### src/rtl/mem_stage.sv
// Memory-access stage of the rv32im pipeline: runs load/store transfers on the
// req/ack data bus, formats load data and forwards the rd/csr writeback bundle.
module mem_stage #(
  parameter int XLEN           = 32,
  parameter int TIMEOUT_CYCLES = 16
) (
  input  logic            clk_i,
  input  logic            rst_ni,
  input  logic            stall_i,
  input  logic [4:0]      rd_addr_i,
  input  logic [XLEN-1:0] rd_data_i,
  input  logic            rd_we_i,
  input  logic            mem_re_i,
  input  logic            mem_we_i,
  input  logic [2:0]      mem_funct3_i,
  input  logic [XLEN-1:0] mem_wdata_i,
  input  logic [11:0]     csr_addr_i,
  input  logic [XLEN-1:0] csr_data_i,
  input  logic            csr_we_i,
  output logic [4:0]      rd_addr_o,
  output logic [XLEN-1:0] rd_data_o,
  output logic            rd_we_o,
  output logic [11:0]     csr_addr_o,
  output logic [XLEN-1:0] csr_data_o,
  output logic            csr_we_o,
  output logic            stall_req_o,
  output logic            misaligned_o,
  output logic            bus_err_o,
  output logic            dbus_req_o,
  output logic            dbus_we_o,
  output logic [XLEN-1:0] dbus_addr_o,
  output logic [3:0]      dbus_be_o,
  output logic [XLEN-1:0] dbus_wdata_o,
  input  logic [XLEN-1:0] dbus_rdata_i,
  input  logic            dbus_ack_i
);

  localparam int            CW      = (TIMEOUT_CYCLES > 0) ? $clog2(TIMEOUT_CYCLES + 1) : 1;
  localparam bit            TO_EN   = (TIMEOUT_CYCLES > 0);
  localparam logic [CW-1:0] CNT_TO  = CW'(TIMEOUT_CYCLES);
  localparam logic [CW-1:0] CNT_MAX = '1;

  typedef enum logic [1:0] {IDLE, BUSY, DONE} state_e;

  state_e          state_q, state_d;
  logic [CW-1:0]   cnt_q, cnt_d;
  logic [XLEN-1:0] cap_data_q, cap_data_d;
  logic            cap_we_q, cap_we_d;
  logic            cap_err_q, cap_err_d;

  logic            access, is_load, is_store, size_b, size_h, sext, misalign;
  logic [1:0]      off;
  logic [7:0]      ld_byte;
  logic [15:0]     ld_half;
  logic [XLEN-1:0] load_val, result, wdata;
  logic [3:0]      be;

  assign off      = rd_data_i[1:0];
  assign access   = mem_re_i | mem_we_i;
  assign is_load  = mem_re_i;
  assign is_store = mem_we_i & ~mem_re_i;
  assign size_b   = (mem_funct3_i[1:0] == 2'b00);
  assign size_h   = (mem_funct3_i[1:0] == 2'b01);
  assign sext     = ~mem_funct3_i[2];
  assign misalign = access & ((size_h & off[0]) | (~size_b & ~size_h & (off != 2'b00)));

  // Lane extraction, sign/zero extension and store-lane replication.
  always_comb begin
    case (off)
      2'b00:   ld_byte = dbus_rdata_i[7:0];
      2'b01:   ld_byte = dbus_rdata_i[15:8];
      2'b10:   ld_byte = dbus_rdata_i[23:16];
      default: ld_byte = dbus_rdata_i[31:24];
    endcase
    ld_half = off[1] ? dbus_rdata_i[31:16] : dbus_rdata_i[15:0];
    if (size_b) begin
      load_val = {{(XLEN-8){sext & ld_byte[7]}}, ld_byte};
      be       = 4'b0001 << off;
      wdata    = {(XLEN/8){mem_wdata_i[7:0]}};
    end else if (size_h) begin
      load_val = {{(XLEN-16){sext & ld_half[15]}}, ld_half};
      be       = off[1] ? 4'b1100 : 4'b0011;
      wdata    = {(XLEN/16){mem_wdata_i[15:0]}};
    end else begin
      load_val = dbus_rdata_i;
      be       = 4'b1111;
      wdata    = mem_wdata_i;
    end
    result = is_load ? load_val : rd_data_i;
  end

  always_comb begin
    state_d      = state_q;
    cnt_d        = cnt_q;
    cap_data_d   = cap_data_q;
    cap_we_d     = cap_we_q;
    cap_err_d    = cap_err_q;
    rd_addr_o    = rd_addr_i;
    rd_data_o    = rd_data_i;
    rd_we_o      = rd_we_i;
    csr_addr_o   = csr_addr_i;
    csr_data_o   = csr_data_i;
    csr_we_o     = csr_we_i;
    stall_req_o  = 1'b0;
    misaligned_o = 1'b0;
    bus_err_o    = 1'b0;
    dbus_req_o   = 1'b0;
    case (state_q)
      IDLE: begin
        if (misalign) begin
          misaligned_o = 1'b1;
          rd_we_o      = 1'b0;
        end else if (access) begin
          dbus_req_o = 1'b1;
          if (dbus_ack_i) begin
            rd_data_o  = result;
            cap_data_d = result;
            cap_we_d   = rd_we_i;
            cap_err_d  = 1'b0;
            if (stall_i) state_d = DONE;
          end else begin
            stall_req_o = 1'b1;
            rd_we_o     = 1'b0;
            cnt_d       = CW'(1);
            state_d     = BUSY;
          end
        end
      end
      BUSY: begin
        if (dbus_ack_i) begin
          dbus_req_o = 1'b1;
          rd_data_o  = result;
          cap_data_d = result;
          cap_we_d   = rd_we_i;
          cap_err_d  = 1'b0;
          cnt_d      = '0;
          state_d    = stall_i ? DONE : IDLE;
        end else if (TO_EN && (cnt_q == CNT_TO)) begin
          bus_err_o  = 1'b1;
          rd_we_o    = 1'b0;
          cap_data_d = rd_data_i;
          cap_we_d   = 1'b0;
          cap_err_d  = 1'b1;
          cnt_d      = '0;
          state_d    = stall_i ? DONE : IDLE;
        end else begin
          dbus_req_o  = 1'b1;
          stall_req_o = 1'b1;
          rd_we_o     = 1'b0;
          if (cnt_q != CNT_MAX) cnt_d = cnt_q + 1'b1;
        end
      end
      DONE: begin
        rd_data_o = cap_data_q;
        rd_we_o   = cap_we_q;
        bus_err_o = cap_err_q;
        if (!stall_i) state_d = IDLE;
      end
      default: state_d = IDLE;
    endcase
    dbus_we_o    = dbus_req_o & is_store;
    dbus_addr_o  = {rd_data_i[XLEN-1:2], 2'b00};
    dbus_be_o    = be;
    dbus_wdata_o = wdata;
    // Everything leaving the stage is held at zero while reset is asserted.
    if (!rst_ni) begin
      rd_addr_o    = '0;
      rd_data_o    = '0;
      rd_we_o      = 1'b0;
      csr_addr_o   = '0;
      csr_data_o   = '0;
      csr_we_o     = 1'b0;
      stall_req_o  = 1'b0;
      misaligned_o = 1'b0;
      bus_err_o    = 1'b0;
      dbus_req_o   = 1'b0;
      dbus_we_o    = 1'b0;
      dbus_addr_o  = '0;
      dbus_be_o    = '0;
      dbus_wdata_o = '0;
    end
  end

  always_ff @(posedge clk_i or negedge rst_ni) begin
    if (!rst_ni) begin
      state_q    <= IDLE;
      cnt_q      <= '0;
      cap_data_q <= '0;
      cap_we_q   <= 1'b0;
      cap_err_q  <= 1'b0;
    end else begin
      state_q    <= state_d;
      cnt_q      <= cnt_d;
      cap_data_q <= cap_data_d;
      cap_we_q   <= cap_we_d;
      cap_err_q  <= cap_err_d;
    end
  end

endmodule

### config.mk
export PLATFORM = sky130hd
export DESIGN_NAME = mem_stage
export DESIGN_NICKNAME = d
export VERILOG_FILES = /design/src/rtl/mem_stage.sv
export SDC_FILE = /design/constraint.sdc
export NUM_CORES = 1
export LEC_CHECK = 0
export CAP_MARGIN = 20
export CORE_ASPECT_RATIO = 0.7
export CORE_MARGIN = 2
export CORE_UTILIZATION = 25
export DETAILED_ROUTE_END_ITERATION = 7
export PLACE_DENSITY = 0.56
export SYNTH_ARGS = -nofsm -noshare
export SYNTH_HDL_FRONTEND = slang
export SYNTH_SLANG_ARGS = --single-unit
### constraint.sdc
create_clock -name clk_i -period 6.11 [get_ports clk_i]
set_input_delay 1.222 -clock clk_i [delete_from_list [all_inputs] [get_ports clk_i]]
set_output_delay 1.222 -clock clk_i [all_outputs]
set_load 0.02 [all_outputs]
# After elaboration in Yosys (flattened, before gate mapping)
# Index checks and enable logic that the tools add are counted.
# word_totals
in_bits,156
ramBits,0
register_bits,41
latchBits,0
romBits,0
mem_count,0
# classes
multipliers,0
n_bitwise,14
div,0
n_lt_le_gt_ge,0
n_reduce_logical,8
muxes,81
eq_ne,15
add_sub_neg,1
shift,1
# ops
op,count
$mux 32,17
$pmux 32 s3,1
$pmux 32 s2,1
$mux 5,7
$mux 1,32
$pmux 8 s3,1
$mux 16,1
$mux 2,8
$mux 4,4
$reduce_and 5->1,3
$mux 12,1
$ne 2x2->1 const B,5
$pmux 1 s2,5
$pmux 5 s2,1
$and 1x1->1,8
$eq 2x1->1 const B,3
$logic_not 2->1,3
$ne 3x3->1 const B,2
$pmux 2 s3,1
$add 5x1->5 const B,1
$eq 5x5->1 const B,1
$ne 5x5->1 const B,1
$eq 2x2->1 const B,2
$ne 4x4->1 const B,1
other kinds (5),10

# Longest topological paths before layout
# Gate-level depths: netlist of the first run.
# depth
ltp_word,10
depth_mapped,10
mapped_depth_nobuf,7

# Worst setup path after synthesis of the first run
# Ideal clock, no wire load.
# synth_path
path_kind,input to output
from,in rd_data_i[0]
to,out rd_data_o[31]
path_slack_ns,2.019
stages,7
t_arrival_ns,2.869
required_time_ns,4.888
path_cell_list,buf_2 -> nor2_1 -> a31oi_1 -> and2_1 -> buf_2 -> or3_1 -> a311oi_1
# synth_between
elab_chain_len,10
elab_cells_between_ends,17
# synth_lines
item,line,source
"start, declared",11,"input logic [XLEN-1:0] rd_data_i,"
"$eq 2x2->1, or another cell as far along",69,case (off)
$pmux 8 s3,69,
$and 1x1->1,77,"load_val = {{(XLEN-8){sext & ld_byte[7]}}, ld_byte};"
$mux 32,76,if (size_b) begin
$mux 32,89,result = is_load ? load_val : rd_data_i;
$mux 32,"115, 130",
$mux 32,113,end else if (access) begin
$mux 32,110,if (misalign) begin
$pmux 32 s3 *,108,case (state_q)
$mux 32 *,166,if (!rst_ni) begin
"end, declared",21,"output logic [XLEN-1:0] rd_data_o,"
# Mark *: on every way between the ends. The rest lies on a longest branch, timed or not.

# Final worst setup path of the first run
# layout_path
from,in rd_data_i[0]
to,out rd_data_o[14]
# Same word-level chain as after synthesis.

==> results of run 1 <==
metal layers:
metal / vias to the layer above / wire (um)
li1: 3295 / -
met1: 3221 / 12360
met2: 287 / 11580
met3: 28 / 2217
met4: 0 / 393
met5: - / 0
where the power goes:
group	total, mW	internal, mW	switching, mW
clock network	0.289	0.154	0.135
registers	0.482	0.397	0.0854
logic	1.72	0.752	0.969
total	2.49	1.30	1.19
kinds of logic (layout without fill, tap and decap cells):
family | after synthesis | in the layout | synth area share [%]
AND/OR/NAND/NOR | 323 | 323 | 30.47
buffers and inverters | 90 | 364 | 7.432
other | 1 | 3 | 0.07139
adder cells (fa/ha/maj) | 7 | 7 | 1.667
flip-flops | 41 | 41 | 19.53
AO/OA/AOI/OAI | 270 | 270 | 35.35
multiplexers | 27 | 27 | 5.479
placed cells by master (no fill, tap or decap), types with 7 or more instances in the layout:
| cell type | n |
|---|---|
| clkdlybuf4s50_1 | 307 |
| nand2_1 | 93 |
| and2_1 | 91 |
| nor2_1 | 72 |
| a21oi_1 | 63 |
| o21ai_0 | 41 |
| dfrtp_1 | 41 |
| buf_4 | 31 |
| mux2i_1 | 22 |
| o22ai_1 | 20 |
| a221oi_1 | 20 |
| inv_1 | 17 |
| a2bb2oi_1 | 16 |
| nand2b_1 | 14 |
| o21a_1 | 14 |
| nor3_1 | 14 |
| a22oi_1 | 13 |
| o211ai_1 | 12 |
| a211o_1 | 11 |
| a31oi_1 | 10 |
| nand3_1 | 10 |
| nor3b_1 | 7 |
| ha_1 | 7 |
how the worst min path moves through the flow:
stage	startpoint	endpoint	slack, ns	cells past startpoint
6_report	cap_data_q[5]	cap_data_q[5]	0.50	1
5_1_grt	cap_data_q[18]	cap_data_q[18]	0.52	1
4_1_cts	cap_data_q[5]	cap_data_q[5]	0.50	1
3_5_place_dp	cap_data_q[5]	cap_data_q[5]	0.48	1
3_3_place_gp	cap_data_q[22]	cap_data_q[22]	0.48	1
2_1_floorplan	cnt_q[3]	cnt_q[3]	0.45	1
area by class of cell:
class / count / area [um^2]
Clock buffer: 5 / 125.1
Sequential cell: 41 / 1026
Timing Repair Buffer: 339 / 3311
Clock inverter: 3 / 25.02
Multi-Input combinational cell: 629 / 3841
Fill cell: 2154 / 11910
Tap cell: 276 / 345.3
Inverter: 17 / 63.81
Antenna cell: 1 / 2.502
registers in the layout, indices dropped and copies added (netlist names):
register and count:
cap_we_q 1, cnt_q 5, state_q 2, cap_err_q 1
cap_data_q 32
through the flow:
step,instances,power (mW),util (%)
floorplan,760,1.477,-
global placement,1302,2.185,41.59
detailed placement,1302,2.196,41.59
CTS,1310,2.496,42.32
global route,1310,2.667,42.32
finish,1311,2.492,42.33
==> impl_metrics.csv, run 1 <==
group,metric,value,unit
grt,met3_usage,5.444,%
yosys,synth_top_area_share,19.53,%
grt,grt_max_degree,63,
floorplan,die-area,22200,um^2
clock_tree,cts.clk_slew.worst_paths,0.07,ns
clock_tree,hold_buffers,0,
grt,overflow,0,
pwr,worst_ir_drop_vdd,0.1496,mV
yosys,synthCells,759,
grt,grt_pass1_vias,6340,
clock_tree,cts_tree,"done",
final_layout,area_growth,66.39,%
flow_run,cap_violations,0,
worst_setup_path,cp_common_cell,"clkdlybuf4s50_1",
sta,hold_viol,0,
clock_tree,htree_num_levels,2,
yosys,synthTopCellsByCount,"nand2_1, and2_1, nor2_1, a21oi_1",
worst_setup_path,path_max_fanout,17,
floorplan,die_h,125.3,um
worst_setup_path,worstPathArrival,4.30,ns
placement,placed_cell_area,8587,um^2
worst_setup_path,cp-end-kind,"primary output",
worst_setup_path,worstPathCellList,"clkdlybuf4s50_1, buf_4, nor2b_1, a22oi_1, a211oi_2, nand2_1, a21oi_1, clkdlybuf4s50_1",
route,detail_route.iter0.violations,763,
sta,drv_slew,0,
grt,grt.busiest_layer,"met2",
min_path,hold_class,"reg -> reg",
grt,grt_usage,22.95,%
sta,post-route-period-util,90.42,%
clock_tree,clock_latency,0.30,ns
route,drt-pass1-iter-count,5,
yosys,yosysMostFrequentCell,"nand2_1",
clock_tree,post-cts-setup-buffer-count,0,
sta,fmax,181.0,MHz
sta,fin_ws,0.5852,ns
clock_tree,cts_root_buf,"clkbuf_16",
pwr,power_density,285.2,nW/um^2
grt,use_met2,34.15,%
worst_setup_path,ff2ff_path_depth,8,
yosys,yosys_warnings,0,
worst_setup_path,crit_path_top_delay_cell,"clkdlybuf4s50_1",
floorplan,rows,44,
sta,worst_slew_pin_slew,0.8262,ns
final_layout,drive_above_1_share,5.222,%
yosys,yosysSeqAreaShare,19.53,%
yosys,syn_area,5253,um^2
route,ant_nets,0,
clock_tree,cts_resized,0,
floorplan,coreArea,20640,um^2
clock_tree,cts_sinks,41,
sta,tns,0,ns
pwr,cellLeakagePower,3.392,nW
yosys,synth_edf_count,0,
placement,dp_hpwl,20570,um
floorplan,pin_count,312,
worst_setup_path,cpPeakStageDelay,0.92,ns
worst_setup_path,reg2reg_setup_slack,3.30,ns
yosys,ys_ff_latch,41,
yosys,synth_top_cell_by_area,"dfrtp_1",
route,drt-total-wl,26560,um
worst_setup_path,worstSetupStartpoint,"rd_data_i[0]",
sta,finalCriticalPeriod,5.525,ns
worst_setup_path,reg2reg_from,"state_q[1]",
worst_setup_path,crit_buf_inv,3,
yosys,postSynth.asyncResetShare,100.0,%
clock_tree,clock_path_buffers,2,
final_layout,stdcell_area,8740,um^2
yosys,synthTopCellsByArea,"dfrtp_1, and2_1, nand2_1",
yosys,synth_cell_type_count,64,
placement,place_ws,0.6249,ns
placement,port_buffers,309,
route,vias_per_cell,5.211,
sta,worst_hold_slack,0.4963,ns
floorplan,die_w,177.2,um
sta,setup_viol_count_final,0,
run_status,status,"completed",
worst_setup_path,cp-endpoint,"rd_data_o[14]",
final_layout,final_nets,1196,
grt,use_met1,33.84,%
yosys,syn_area_per_cell,6.920,um^2
placement,place_congestion,0.8778,
sta,slew-limit-headroom,44.92,%
worst_setup_path,required,4.89,ns
clock_tree,numCtsBuffers,5,
route,drcViolationCount,0,
grt,grt_pass1_wl,39900,um
worst_setup_path,critical_path_class,"in -> out",
route,vias,6831,
sta,rsz0062_at_grt,"false",
floorplan,start_util,25.44,%
yosys,synth_ff_type,"dfrtp_1",
worst_setup_path,r2r_end,"cap_data_q[0]",
sta,fin_skew,0.01093,ns
worst_setup_path,start_kind,"input pin",
grt,antenna_found_initial,1,
worst_setup_path,cp.depth,8,
route,wl_per_cell,20.26,um
worst_setup_path,critPathTopFamily,"buffers and inverters",
No activity file was read; power rests on OpenSTA's default activity.
==> inputs of run 2 (changes only) <==
CAP_MARGIN = 15   (was 20)
DONT_BUFFER_PORTS = 1   (was unset)
PLACE_DENSITY = 0.37   (was 0.56)
clock period = 5.1 ns   (was 6.11 ns; I/O delays follow)
==> run 2 against run 1 <==
Compared with the run above:
- critical path depth unchanged
- via count down 16%
- design area down 36%
- clock skew down 0.0034 ns
- register-to-register slack worse by 1.2 ns
- wire length down 9.0%
- combinational power down 9.9%
- sequential power up 20%
- utilization down 15 points
- global-route usage down 2.2 points
- flip-flop and latch count unchanged
- highest routed layer unchanged
==> impl_metrics.csv, run 2 (synthesis gave the netlist of run 1 again) <==
group,metric,value,unit
run_status,status,"completed",
floorplan,rows,44,
sta,fin_skew,0.007575,ns
worst_setup_path,reg2reg_setup_slack,2.08,ns
placement,dp_cells,980,
floorplan,die_h,125.3,um
clock_tree,cts_tree,"done",
final_layout,diodes,0,
placement,dp_hpwl,18070,um
floorplan,start_util,25.44,%
sta,drv_slew,0,
floorplan,die_w,177.2,um
worst_setup_path,crit_path_top_delay_cell,"a2111oi_0",
grt,overflow,0,
clock_tree,hold_buffers,0,
final_layout,reg_top3,"cap_data_q x32, cnt_q x5, state_q x2",
route,ant_nets,0,
grt,grt_max_degree,154,
grt,grt_usage,20.75,%
route,detail_route.iter0.violations,527,
sta,slew-limit-headroom,33.75,%
clock_tree,numCtsBuffers,5,
floorplan,pin_count,312,
clock_tree,htree_num_levels,2,
flow_run,cap_violations,0,
sta,rsz0062_at_grt,"false",
sta,setup_viol_count_final,0,
floorplan,coreArea,20640,um^2
route,vias,5759,
clock_tree,cts.clk_slew.worst_paths,0.07,ns
grt,antenna_found_initial,1,
pwr,worst_ir_drop_vdd,0.1305,mV
route,drt-pass1-iter-count,6,
worst_setup_path,worstPathArrival,3.21,ns
worst_setup_path,cp-end-kind,"primary output",
sta,finalCriticalPeriod,4.233,ns
pwr,power_density,451.8,nW/um^2
worst_setup_path,cpPeakStageDelay,0.53,ns
sta,tns,0,ns
final_layout,drive_above_1_share,5.478,%
clock_tree,cts_sinks,41,
sta,worst_hold_slack,0.4145,ns
worst_setup_path,critical_path_class,"reg -> out",
clock_tree,cts_root_buf,"clkbuf_16",
route,wl_per_cell,24.47,um
route,drcViolationCount,0,
worst_setup_path,worstPathCellList,"inv_1, ha_1, o21a_1, a31oi_1, buf_4, or3_1, a2111oi_0, a211o_1",
worst_setup_path,path_max_fanout,11,
final_layout,layout_commonest_cell,"nand2_1",
final_layout,mostFrequentLayoutCells,"nand2_1, and2_1, nor2_1",
final_layout,regMostFlops,"cap_data_q",
clock_tree,clock_path_buffers,2,
worst_setup_path,required,4.08,ns
final_layout,largest_reg_flops,32,
min_path,hold_class,"in -> async",
sta,hold_viol,0,
final_layout,final_cells,988,
worst_setup_path,start_kind,"register",
grt,grt_pass1_wl,35060,um
route,vias_per_cell,5.829,
sta,fmax,236.3,MHz
route,drt-total-wl,24180,um
sta,post-route-period-util,82.99,%
floorplan,die-area,22200,um^2
final_layout,nFillCells,2264,
grt,grt_pass1_vias,5458,
sta,worst_slew_pin_slew,0.9937,ns
clock_tree,clock_latency,0.29,ns
final_layout,final_nets,874,
placement,place_congestion,0.8157,
pwr,cellLeakagePower,2.174,nW
placement,port_buffers,0,
clock_tree,post-cts-setup-buffer-count,0,
clock_tree,cts_resized,0,
final_layout,area_growth,6.146,%
-- run 2: changes by cell type in the layout (fill, tap and decap cells not counted) --
cell / change
buf_2: -1
inv_6: -1
buf_4: -14
clkdlybuf4s50_1: -307
bufinv_16: +1
diode_2: -1
-- run 2: routing by layer --
layer / share of wire, % / wire length [um] / up-vias / GRT usage, %
met1: 42 / 10220 / 2791 / 27.22
met4: 1.3 / 314 / 0 / 3.889
met3: 9.2 / 2222 / 18 / 6.630
li1: - / - / 2644 / -
met5: 0 / 0 / - / 0
met2: 47 / 11420 / 306 / 33.49
-- run 2: final cells by class --
cell class / instances / area [um^2] / share of cell area [%]
clock buffers: 5 / 125.1 / 2.244
well taps: 276 / 345.3 / 6.194
flip-flops and latches: 41 / 1026 / 18.40
inverters: 17 / 63.81 / 1.145
clock inverters: 3 / 46.29 / 0.8303
repair buffers: 17 / 127.6 / 2.289
multi-input cells: 629 / 3841 / 68.90
-- run 2: stage by stage --
step / cell area (um^2) / utilization [%] / power, mW / worst slack [ns]
2_1_floorplan: 5256 / - / 1.769 / 1.413
3_5_place_dp: 5404 / 26.18 / 2.125 / 1.154
5_1_grt: 5575 / 27.01 / 2.701 / 0.7750
4_1_cts: 5575 / 27.01 / 2.523 / 0.8950
6_report: 5575 / 27.01 / 2.519 / 0.8673
3_3_place_gp: 5404 / 26.18 / 2.109 / 1.177
-- run 2: power breakdown --
| part | switching, mW | internal, mW | leakage [nW] |
|---|---|---|---|
| clock network | 0.156 | 0.232 | 0.0800 |
| registers | 0.100 | 0.476 | 0.472 |
| logic | 1.05 | 0.509 | 1.62 |
| total | 1.30 | 1.22 | 2.17 |
-- run 2: final timing paths --
| check | start | endpoint | depth (start not counted) |
|---|---|---|---|
| worst max register to register | state_q[1] | cap_data_q[9] | 8 |
| min in group clk_i | cap_data_q[30] | cap_data_q[30] | 1 |
| worst min-delay path | rst_ni | cap_data_q[23] | 0 |
| max in group asynchronous | rst_ni | cnt_q[0] | 0 |
| worst min register to register | cap_data_q[30] | cap_data_q[30] | 1 |
| worst max-delay path | state_q[0] | rd_data_o[23] | 8 |
-- run 2: worst max-delay path: cells and delay by family (launching register included) --
kind	cells	cell delay [ns]
AOI/OAI and AO/OA	4	1.17
DFF	1	0.42
adders and majority gates	1	0.48
buffers and inverters	2	0.35
and+or+nand+nor	1	0.49
==> inputs of run 3 (changes only) <==
clock period = 4.2 ns   (was 5.1 ns; I/O delays follow)
==> run 3 against run 2 <==
Compared with the run above:
- utilization increased by 0.50 points
- critical endpoint is now rd_data_o[21]
- global-route usage increased by 0.38 points
- worst hold slack got worse by 0.18 ns
- design area increased by 1.9%
- combinational power increased by 26%
==> impl_metrics.csv, run 3 (synthesis gave the netlist of run 1 again) <==
group,metric,value,unit
clock_tree,clock_path_buffers,2,
sta,hold_viol,0,
sta,setup_viol_count_final,0,
grt,grt_usage,21.13,%
placement,port_buffers,0,
final_layout,diodes,0,
worst_setup_path,path_max_fanout,11,
sta,fin_ws,0.2502,ns
placement,dp_hpwl,18410,um
route,drt-total-wl,24410,um
sta,slew-limit-headroom,44.69,%
grt,grt_pass1_wl,35650,um
final_layout,reg_top3,"cap_data_q x32, cnt_q x5, state_q x2",
route,vias_per_cell,5.823,
floorplan,rows,44,
clock_tree,clock_latency,0.30,ns
sta,rsz0062_at_grt,"false",
pwr,worst_ir_drop_vdd,0.1857,mV
grt,antenna_found_initial,2,
clock_tree,cts.clk_slew.worst_paths,0.07,ns
sta,fmax,253.2,MHz
sta,drv_slew,0,
clock_tree,cts_root_buf,"clkbuf_16",
floorplan,die_w,177.2,um
floorplan,coreArea,20640,um^2
clock_tree,numCtsBuffers,5,
clock_tree,htree_num_levels,2,
final_layout,largest_reg_flops,32,
clock_tree,cts_tree,"done",
sta,worst_slew_pin_slew,0.8296,ns
sta,tns,0,ns
grt,overflow,0,
final_layout,mostFrequentLayoutCells,"nand2_1, and2_1, nor2_1",
worst_setup_path,start_kind,"register",
worst_setup_path,required,3.36,ns
floorplan,pin_count,312,
floorplan,start_util,25.44,%
sta,finalCriticalPeriod,3.950,ns
route,drt-pass1-iter-count,7,
clock_tree,post-cts-setup-buffer-count,0,
grt,grt_max_degree,154,
clock_tree,cts_sinks,41,
min_path,hold_class,"in -> async",
route,drcViolationCount,0,
floorplan,die_h,125.3,um
clock_tree,cts_resized,0,
grt,grt_pass1_vias,5521,
floorplan,die-area,22200,um^2
route,wl_per_cell,24.41,um
placement,place_ws,0.6310,ns
final_layout,layout_commonest_cell,"nand2_1",
flow_run,cap_violations,0,
final_layout,drive_above_1_share,6.906,%
clock_tree,hold_buffers,0,
final_layout,regMostFlops,"cap_data_q",
final_layout,final_nets,886,
route,vias,5823,
final_layout,multi_input_area,3841,um^2
final_layout,area_growth,8.123,%
pwr,power_density,551.5,nW/um^2
sta,fin_skew,0.01049,ns
pwr,cellLeakagePower,2.243,nW
run_status,status,"completed",
worst_setup_path,worstPathArrival,3.11,ns
placement,place_congestion,0.8207,
route,detail_route.iter0.violations,495,
final_layout,regArea,1026,um^2
worst_setup_path,cp-end-kind,"primary output",
route,ant_nets,0,
sta,post-route-period-util,94.04,%
final_layout,nFillCells,2276,
worst_setup_path,critical_path_class,"reg -> out",
-- run 3: cell types whose count changed in the layout (fill, tap and decap cells not counted), sizes merged --
cell      previous run  this run
buf                 17        29
clkbuf               5         7
clkinv               1         0
clkinvlp             1         0
-- run 3: power by group --
| part | internal, mW | switching [mW] | leakage [nW] |
|---|---|---|---|
| Sequential | 0.578 | 0.121 | 0.472 |
| Clock | 0.298 | 0.184 | 0.0841 |
| Combinational | 0.675 | 1.28 | 1.69 |
| Total | 1.55 | 1.58 | 2.24 |
-- run 3: cell type report --
type / instances / area share [%]
clock inverter: 1 / 0.5288
tap: 276 / 6.081
timing repair buffer: 29 / 4.054
sequential: 41 / 18.07
multi-input combinational: 629 / 67.64
inverter: 17 / 1.124
clock buffer: 7 / 2.512
-- run 3: worst paths after layout --
path                       cells after the start              to            from  slack, ns
max                                            7   rd_data_o[21]      state_q[1]       0.25
min                                            0  cap_data_q[29]          rst_ni       0.23
max reg2reg                                    8  cap_data_q[14]      state_q[1]       1.32
min reg2reg                                    1  cap_data_q[17]  cap_data_q[17]       0.49
max in group asynchronous                      0        cnt_q[4]          rst_ni       3.75
min in group clk_i                             1  cap_data_q[17]  cap_data_q[17]       0.49
-- run 3: worst max-delay path: stages (launching register included) --
cell,delay [ns]
dfrtp_1,0.41
inv_1,0.13
ha_1,0.45
o21a_1,0.26
a31oi_1,0.27
or3_1,0.56
a2111oi_0,0.47
a211o_1,0.27
-- run 3: per-stage QoR --
stage | area, um^2 | utilization, % | power (mW) | instances | hold WS, ns
floorplan | 5256 | - | 2.148 | 760 | 0.4512
CTS | 5679 | 27.51 | 3.145 | 1000 | 0.2255
finish | 5679 | 27.51 | 3.132 | 1000 | 0.2322
global placement | 5507 | 26.67 | 2.631 | 992 | 0.4726
detailed placement | 5507 | 26.67 | 2.651 | 992 | 0.4800
global route | 5679 | 27.51 | 3.371 | 1000 | 0.2149
-- run 3: routing by layer --
layer / global-route usage, % / vias to the layer above / wire (um)
met5: 0 / - / 0
met4: 3.743 / 0 / 366
met3: 6.691 / 21 / 2307
met2: 34.10 / 303 / 11310
met1: 27.83 / 2822 / 10430
li1: - / 2677 / -
